==> src/rtl/accelerator_read_weighting_multimode.sv <==
// Read-head weighting stage with configurable mode count.
// For each head i and location j it computes w(i,j) = sum_p pi(i)[p] * v_p(i,j)
// in signed fixed point, then saturates to DATA_SIZE and keeps a sticky
// OVERFLOW flag. Operands arrive on two valid/ready streams. Per head the
// MODES pi coefficients come first, then N groups of MODES vector beats.
module accelerator_read_weighting_multimode #(
    parameter int DATA_SIZE     = 32,
    parameter int CONTROL_SIZE  = 32,
    parameter int FRACTION_SIZE = 16,
    parameter int MODES         = 3
) (
    input  logic                    CLK,
    input  logic                    RST,
    input  logic                    START,
    output logic                    READY,
    input  logic [CONTROL_SIZE-1:0] SIZE_R_IN,
    input  logic [CONTROL_SIZE-1:0] SIZE_N_IN,
    input  logic                    PI_IN_ENABLE,
    input  logic [DATA_SIZE-1:0]    PI_IN,
    output logic                    PI_IN_READY,
    input  logic                    VECTOR_IN_ENABLE,
    input  logic [DATA_SIZE-1:0]    VECTOR_IN,
    output logic                    VECTOR_IN_READY,
    output logic [DATA_SIZE-1:0]    W_OUT,
    output logic                    W_OUT_ENABLE,
    output logic                    W_OUT_I_ENABLE,
    output logic                    W_OUT_J_ENABLE,
    output logic                    OVERFLOW
);
    localparam int PBW = (MODES > 1) ? $clog2(MODES) : 1;
    // Accumulator is wide enough that MODES-1 partial sums never wrap.
    localparam int AW  = DATA_SIZE + FRACTION_SIZE + $clog2(MODES) + 1;
    localparam int PW  = 2 * DATA_SIZE;
    // Final-sum width: covers both the accumulator and the full product.
    localparam int SW  = ((AW > PW) ? AW : PW) + 1;
    localparam logic [PBW-1:0] P_LAST = PBW'(MODES - 1);

    typedef enum logic [1:0] {IDLE, PI_LOAD, ACCUMULATE, FINISH} state_t;
    state_t state, state_nxt;

    logic [CONTROL_SIZE-1:0] r_reg, n_reg, i_cnt, j_cnt;
    logic [PBW-1:0]          p_cnt;
    logic [DATA_SIZE-1:0]    pi_reg [MODES];
    logic signed [AW-1:0]    acc;

    logic                    pi_acc, vec_acc, p_last, j_last, i_last, size_zero;
    logic signed [PW-1:0]    prod_full;
    logic signed [SW-1:0]    prod_ext, sum_ext;
    logic                    sat_hi, sat_lo;
    logic [DATA_SIZE-1:0]    w_sat;

    assign pi_acc    = PI_IN_ENABLE && PI_IN_READY;
    assign vec_acc   = VECTOR_IN_ENABLE && VECTOR_IN_READY;
    assign p_last    = (p_cnt == P_LAST);
    assign j_last    = (j_cnt == n_reg - CONTROL_SIZE'(1));
    assign i_last    = (i_cnt == r_reg - CONTROL_SIZE'(1));
    assign size_zero = (SIZE_R_IN == '0) || (SIZE_N_IN == '0);

    // Product of the selected mode coefficient and the incoming vector
    // element. The arithmetic shift rounds toward minus infinity.
    assign prod_full = PW'($signed(pi_reg[p_cnt])) * PW'($signed(VECTOR_IN));
    assign prod_ext  = SW'(prod_full >>> FRACTION_SIZE);
    assign sum_ext   = SW'(acc) + prod_ext;

    // Saturate when the bits above the DATA_SIZE sign bit disagree with the sign.
    assign sat_hi = !sum_ext[SW-1] && (|sum_ext[SW-2:DATA_SIZE-1]);
    assign sat_lo =  sum_ext[SW-1] && !(&sum_ext[SW-2:DATA_SIZE-1]);
    assign w_sat  = sat_hi ? {1'b0, {(DATA_SIZE-1){1'b1}}} :
                    sat_lo ? {1'b1, {(DATA_SIZE-1){1'b0}}} :
                             sum_ext[DATA_SIZE-1:0];

    // State register
    always_ff @(posedge CLK or posedge RST) begin
        if (RST) state <= IDLE;
        else     state <= state_nxt;
    end

    // Next-state logic
    always_comb begin
        state_nxt = state;
        case (state)
            IDLE:       if (START) state_nxt = size_zero ? FINISH : PI_LOAD;
            PI_LOAD:    if (pi_acc && p_last) state_nxt = ACCUMULATE;
            ACCUMULATE: if (vec_acc && p_last && j_last)
                            state_nxt = i_last ? FINISH : PI_LOAD;
            FINISH:     state_nxt = IDLE;
            default:    state_nxt = IDLE;
        endcase
    end

    // Stream readies depend on the state only, so they can never overlap
    always_comb begin
        PI_IN_READY     = (state == PI_LOAD);
        VECTOR_IN_READY = (state == ACCUMULATE);
    end

    // Counters, operand capture, accumulation and the registered result outputs
    always_ff @(posedge CLK or posedge RST) begin
        if (RST) begin
            r_reg          <= '0;
            n_reg          <= '0;
            i_cnt          <= '0;
            j_cnt          <= '0;
            p_cnt          <= '0;
            acc            <= '0;
            for (int k = 0; k < MODES; k++) pi_reg[k] <= '0;
            READY          <= 1'b0;
            W_OUT          <= '0;
            W_OUT_ENABLE   <= 1'b0;
            W_OUT_I_ENABLE <= 1'b0;
            W_OUT_J_ENABLE <= 1'b0;
            OVERFLOW       <= 1'b0;
        end else begin
            READY          <= (state == FINISH);
            W_OUT_ENABLE   <= 1'b0;
            W_OUT_I_ENABLE <= 1'b0;
            W_OUT_J_ENABLE <= 1'b0;
            case (state)
                IDLE: if (START) begin
                    r_reg    <= SIZE_R_IN;
                    n_reg    <= SIZE_N_IN;
                    i_cnt    <= '0;
                    j_cnt    <= '0;
                    p_cnt    <= '0;
                    OVERFLOW <= 1'b0;
                end
                PI_LOAD: if (pi_acc) begin
                    pi_reg[p_cnt] <= PI_IN;
                    if (p_last) begin
                        p_cnt <= '0;
                        j_cnt <= '0;
                        acc   <= '0;
                    end else begin
                        p_cnt <= p_cnt + PBW'(1);
                    end
                end
                ACCUMULATE: if (vec_acc) begin
                    if (!p_last) begin
                        acc   <= AW'(sum_ext);
                        p_cnt <= p_cnt + PBW'(1);
                    end else begin
                        W_OUT          <= w_sat;
                        W_OUT_ENABLE   <= 1'b1;
                        W_OUT_J_ENABLE <= 1'b1;
                        W_OUT_I_ENABLE <= j_last;
                        if (sat_hi || sat_lo) OVERFLOW <= 1'b1;
                        acc   <= '0;
                        p_cnt <= '0;
                        if (j_last) begin
                            j_cnt <= '0;
                            i_cnt <= i_cnt + CONTROL_SIZE'(1);
                        end else begin
                            j_cnt <= j_cnt + CONTROL_SIZE'(1);
                        end
                    end
                end
                default: ;
            endcase
        end
    end
endmodule

==> config.mk <==
export PLATFORM = sky130hd
export DESIGN_NAME = accelerator_read_weighting_multimode
export DESIGN_NICKNAME = d
export VERILOG_FILES = /design/src/rtl/accelerator_read_weighting_multimode.sv
export SDC_FILE = /design/constraint.sdc
export NUM_CORES = 2
export LEC_CHECK = 0
export ABC_CLOCK_PERIOD_IN_PS = 34300
export CELL_PAD_IN_SITES_DETAIL_PLACEMENT = 1
export CELL_PAD_IN_SITES_GLOBAL_PLACEMENT = 1
export CORE_MARGIN = 2
export CORE_UTILIZATION = 49
export DETAILED_ROUTE_END_ITERATION = 7
export GPL_ROUTABILITY_DRIVEN = 0
export PLACE_DENSITY = 0.85
export SLEW_MARGIN = 20
export SYNTH_ARGS = -nofsm -noshare
export SYNTH_HDL_FRONTEND = slang
export SYNTH_SLANG_ARGS = --single-unit
==> constraint.sdc <==
create_clock -name CLK -period 34.3 [get_ports CLK]
set_input_delay 3.43 -clock CLK [delete_from_list [all_inputs] [get_ports CLK]]
set_output_delay 3.43 -clock CLK [all_outputs]
set_load 0.02 [all_outputs]
After elaboration in Yosys (flattened, before gate mapping)
Index checks and enable logic that the tools add are counted.
{"block": "word_totals", "register_bits": 315, "in_bits": 133, "output_inout_bits": 39}
{"block": "classes", "n_addsub": 6, "multipliers": 1, "n_lt_le_gt_ge": 2, "n_eq_ne": 15, "n_mux": 46, "bitwise": 1, "reduce_logical": 29}
{"op": "$mux W32", "count": 14}
{"op": "$mux W51", "count": 4}
{"op": "$pmux W51 S2", "count": 1}
{"op": "$bwmux W96", "count": 1}
{"op": "$pmux W32 S3", "count": 1}
{"op": "$add A32 B1 Y32 const B", "count": 2}
{"op": "$bmux W32 S2", "count": 1}
{"op": "$demux W32 S2", "count": 1}
{"op": "$eq A32 B32 Y1", "count": 2}
{"op": "$logic_not A32 Y1", "count": 2}
{"op": "$mul A32 B32 Y64", "count": 1}
{"op": "$pmux W32 S2", "count": 1}
{"op": "$sub A32 B1 Y32 const B", "count": 2}
{"op": "$add A51 B48 Y52", "count": 1}
{"op": "$reduce_and A33 Y1", "count": 1}
{"op": "$reduce_or A33 Y1", "count": 1}
{"op": "$mux W2", "count": 9}
{"op": "$ne A2 B1 Y1 const B", "count": 8}
{"op": "$mux W1", "count": 10}
{"op": "$reduce_and A5 Y1", "count": 2}
{"op": "$logic_and A1 B1 Y1", "count": 8}
{"op": "$pmux W2 S4", "count": 1}
{"op": "$reduce_and A4 Y1", "count": 2}
{"op": "$eq A2 B2 Y1 const B", "count": 3}
{"op": "16 further kinds", "count": 21}

Logic depth before layout (Yosys ltp)
{"block": "depth", "depth_word": 14, "depth_mapped": 49, "depth_no_buf": 42}

Least setup slack after synthesis
No wires, ideal clock.
{"block": "synth_timing", "kind": "input-to-reg", "from": "input port VECTOR_IN[5]", "to": "register W_OUT[10]", "setup_ps": 66, "arrival_time_ps": 14205, "required_time_ps": 34234, "slack_ps": 20028, "path_stages": 36, "cell_sequence": "clkbuf_1 > nand2_1 > inv_1 > fa_1 > fa_1 > fa_1 > fa_1 > inv_1 > fa_1 > inv_1 > fa_1 > fa_1 > fa_1 > ha_1 > a21o_1 > a21o_1 > a21oi_1 > a21oi_1 > o21ai_0 > a211o_1 > a211oi_1 > o41ai_1 > o21bai_1 > xor2_1 > ha_1 > a21oi_1 > o21ai_0 > or3_1 > o21ai_1 > xnor2_1 > or3_1 > a2111o_1 > or4_1 > a21oi_4 > buf_4 > a221o_1"}
{"block": "synth_via", "elab_chain_len": 7, "elab_cells_between_ends": 10, "classes_between": "1 x add/sub; 1 x mul; 2 x mux; 6 x reduce/logical"}
{"item": "start: declaration", "line": "22", "text": "input logic [DATA_SIZE-1:0] VECTOR_IN,"}
{"item": "$mul A32 B32 Y64 *", "line": "61", "text": "assign prod_full = PW'($signed(pi_reg[p_cnt])) * PW'($signed(VECTOR_IN));"}
{"item": "$add A51 B48 Y52 *", "line": "63", "text": "assign sum_ext = SW'(acc) + prod_ext;"}
{"item": "$reduce_and A33 Y1", "line": "67", "text": "assign sat_lo = sum_ext[SW-1] && !(&sum_ext[SW-2:DATA_SIZE-1]);"}
{"item": "$logic_not A1 Y1", "line": "67"}
{"item": "$logic_and A1 B1 Y1", "line": "67"}
{"item": "$mux W32", "line": "69", "text": "sat_lo ? {1'b1, {(DATA_SIZE-1){1'b0}}} :"}
{"item": "$mux W32 *", "line": "68", "text": "assign w_sat = sat_hi ? {1'b0, {(DATA_SIZE-1){1'b1}}} :"}
{"item": "end signal: assignment", "line": "142", "text": "W_OUT <= w_sat;"}
{"item": "end: declaration", "line": "24", "text": "output logic [DATA_SIZE-1:0] W_OUT,"}
Mark *: on every way between the ends. The rest lies on a longest branch, timed or not.
A chain may end at the register's enable or synchronous reset.

Worst setup path after layout
{"block": "layout_timing", "from": "input port VECTOR_IN[2]", "to": "register W_OUT[17]"}
The elaborated chain is that of the path after synthesis.

==> results.yml <==
status:
  status: "complete, no violations"
placed_design:
  preCtsSetupSlack_ps: 17510
  dp_hpwl_um: 143000
  dp_cells: 7174
  io_buffers: 171
global_route:
  track_usage_pct: 32.9
  grt_pass1_wl_um: 289000
  grt_pass1_vias: 51100
  grt_overflow: 0
  antenna_found_initial: 7
  grt_max_degree: 97
timing:
  setup_tns_ps: 0
  fin_crit_sh_pct: 48.2
  rsz0062_at_grt: "no"
  skew_ps: 30.8
  fmax_mhz: 60.4
  tightest_slew_ps: 1040
  layout_min_cycle_time_ps: 16550
  worst_slack_ps: 17750
  slew_viol_final: 0
  finalHoldViolCount: 0
  setup_viol: 0
  relSlewSlack_pct: 29.8
cts:
  htreeDepth: 2
  cts_tree: "done"
  cts_root_buf: "clkbuf_16"
  cts_setup_buffers: 0
  clock_path_buffers: 3
  path_clk_slew_ps: 70
  cts_num_sinks: 315
  cts_resized: 0
  clock_latency_ps: 580
  ctsHoldBuffers: 0
  numCtsBuffers: 36
yosys:
  synth_flop_cell: "dfrtp_1"
  synth_most_common_cell: "fa_1"
  synth-edff-count: 0
  syn_area_per_cell_um2: 9.51
  synthArstFlopShare_pct: 100
  synth-seq-area-share_pct: 14.4
  yosysWarnings: 0
  synth_area_leaders: "fa_1 40%, dfrtp_1 14%, inv_1 6.7%, ha_1 5.5%, and2_1 5.5%"
  syn_inst: 5744
  postSynthRegisterBits: 315
  synth.top_cell.area_share_pct: 39.7
  synth_area_leader_cell: "fa_1"
  synth_cell_types: 86
  syn_area_um2: 54600
  synthTopCellsByCount: "1082 x fa_1, 982 x inv_1, 721 x nand2_1"
  syn_nets: 7200
worst_setup_path:
  critPathMaxFanout: 32
  cp_slowest_stage_delay_ps: 880
  reg2reg_slack_ps: 19460
  cp_data_arrival_time_ps: 16980
  crit_family: "adder cells"
  crit_start: "VECTOR_IN[2]"
  critPathMostFrequentCell: "fa_1"
  critPathRequiredTime_ps: 34740
  path_class: "in -> reg"
  r2r_cells: 44
  slowest_stage: "nor4_1"
  critPathLaunchType: "input pin"
  path_buf_inv: 5
  cp-end-kind: "register"
  r2r-end: "W_OUT[17]"
  r2r_start: "p_cnt[1]"
routing:
  remaining_drc_errors: 0
  routed_wl_um: 182000
  first_iter_violations: 2808
  viasPerCell: 5.98
  vias: 43400
  postRouteAntennaNets: 0
  dr.pass1.iters: 5
  wl_per_cell_um: 25.1
floorplanning:
  dieArea_um2: 114000
  die-width_um: 338
  pin_count: 172
  num_rows: 122
  die_h_um: 338
  initial_core_util_pct: 49.4
  fp.coreArea_um2: 111000
layout:
  largest_reg_flops: 96
  drive_gt1_share_pct: 6.86
  nets: 7184
  finalNonFillerCells: 7250
  syn2layout_area_growth_pct: 8.44
min_path:
  min_from: "acc[2]"
  whs_endpoint: "acc[2]"
  hold_path.class: "reg -> reg"
  hold_depth: 2
run:
  maxCapViolCount: 0
-- through the flow --
stage                     cell area, µm²  hold WS, ps  utilization, %
final                              59200          494            53.5
after CTS                          59100          498            53.4
after global placement             57800          470            52.2
after floorplan                    54600          455               -
after global routing               59200          524            53.5
after detailed placement           57800          485            52.2
-- cell type report --
class	instances	area, µm²
fill	12400	51400
multi-input combinational	4141	42100
sequential	315	7890
inverter	983	3700
timing repair buffer	251	2380
tap	1488	1860
clock buffer	44	972
clock inverter	20	332
antenna	8	20.0
-- worst reg2reg max path, delay by kind of cell (launching register included) --
kind                       cells  cell delay, ps
adders and majority gates     10            4800
AOI/OAI and AO/OA             10            3650
DFF                            1             390
buffers and inverters         10            1830
xor gates and xnor gates       1             170
and+or+nand+nor               13            3850
-- routing by layer --
metal / up-vias / share of wire [%] / GRT usage [%]
met4: 2 / 6.0 / 17.5
met1: 22900 / 36 / 38.4
met2: 1889 / 52 / 58.5
li1: 18000 / - / -
met3: 667 / 6.1 / 4.60
met5: - / 0.0066 / 0
-- worst max-delay path by stage --
stage | endpoint | slack, ps | cells past startpoint
after floorplan | W_OUT[10] | 20030 | 36
after global placement | W_OUT[14] | 17110 | 40
after detailed placement | W_OUT[23] | 17510 | 37
after CTS | W_OUT[17] | 17950 | 37
after global routing | W_OUT[8] | 17240 | 34
final | W_OUT[17] | 17750 | 34
-- cells in the final DEF, fill, tap and decap left out, types with 52 or more instances in the layout --
master | Yosys | layout
ha_1 | 241 | 241
nand2_1 | 721 | 719
xor2_1 | 88 | 88
nand3_1 | 77 | 77
xnor2_1 | 120 | 120
nand4_1 | 58 | 58
fa_1 | 1082 | 1081
a21oi_1 | 135 | 135
o21ai_0 | 142 | 112
buf_4 | 4 | 73
a21o_1 | 52 | 52
and2_1 | 477 | 477
dfrtp_1 | 315 | 313
nor2_1 | 178 | 177
inv_1 | 982 | 981
mux2_2 | 162 | 162
clkdlybuf4s50_1 | 0 | 168
-- kinds of logic after synthesis --
family	Yosys count	synth area share (%)
and+or+nand+nor	1790	16.4
adders and majority gates	1323	45.2
buffers and inverters	1288	8.91
AOI/OAI and AO/OA	614	7.58
DFF	315	14.4
xor gates and xnor gates	208	3.34
muxes	206	4.15
Power is not shown: default switching activity piles up to over one toggle a cycle in this logic, so the estimate is an artifact.
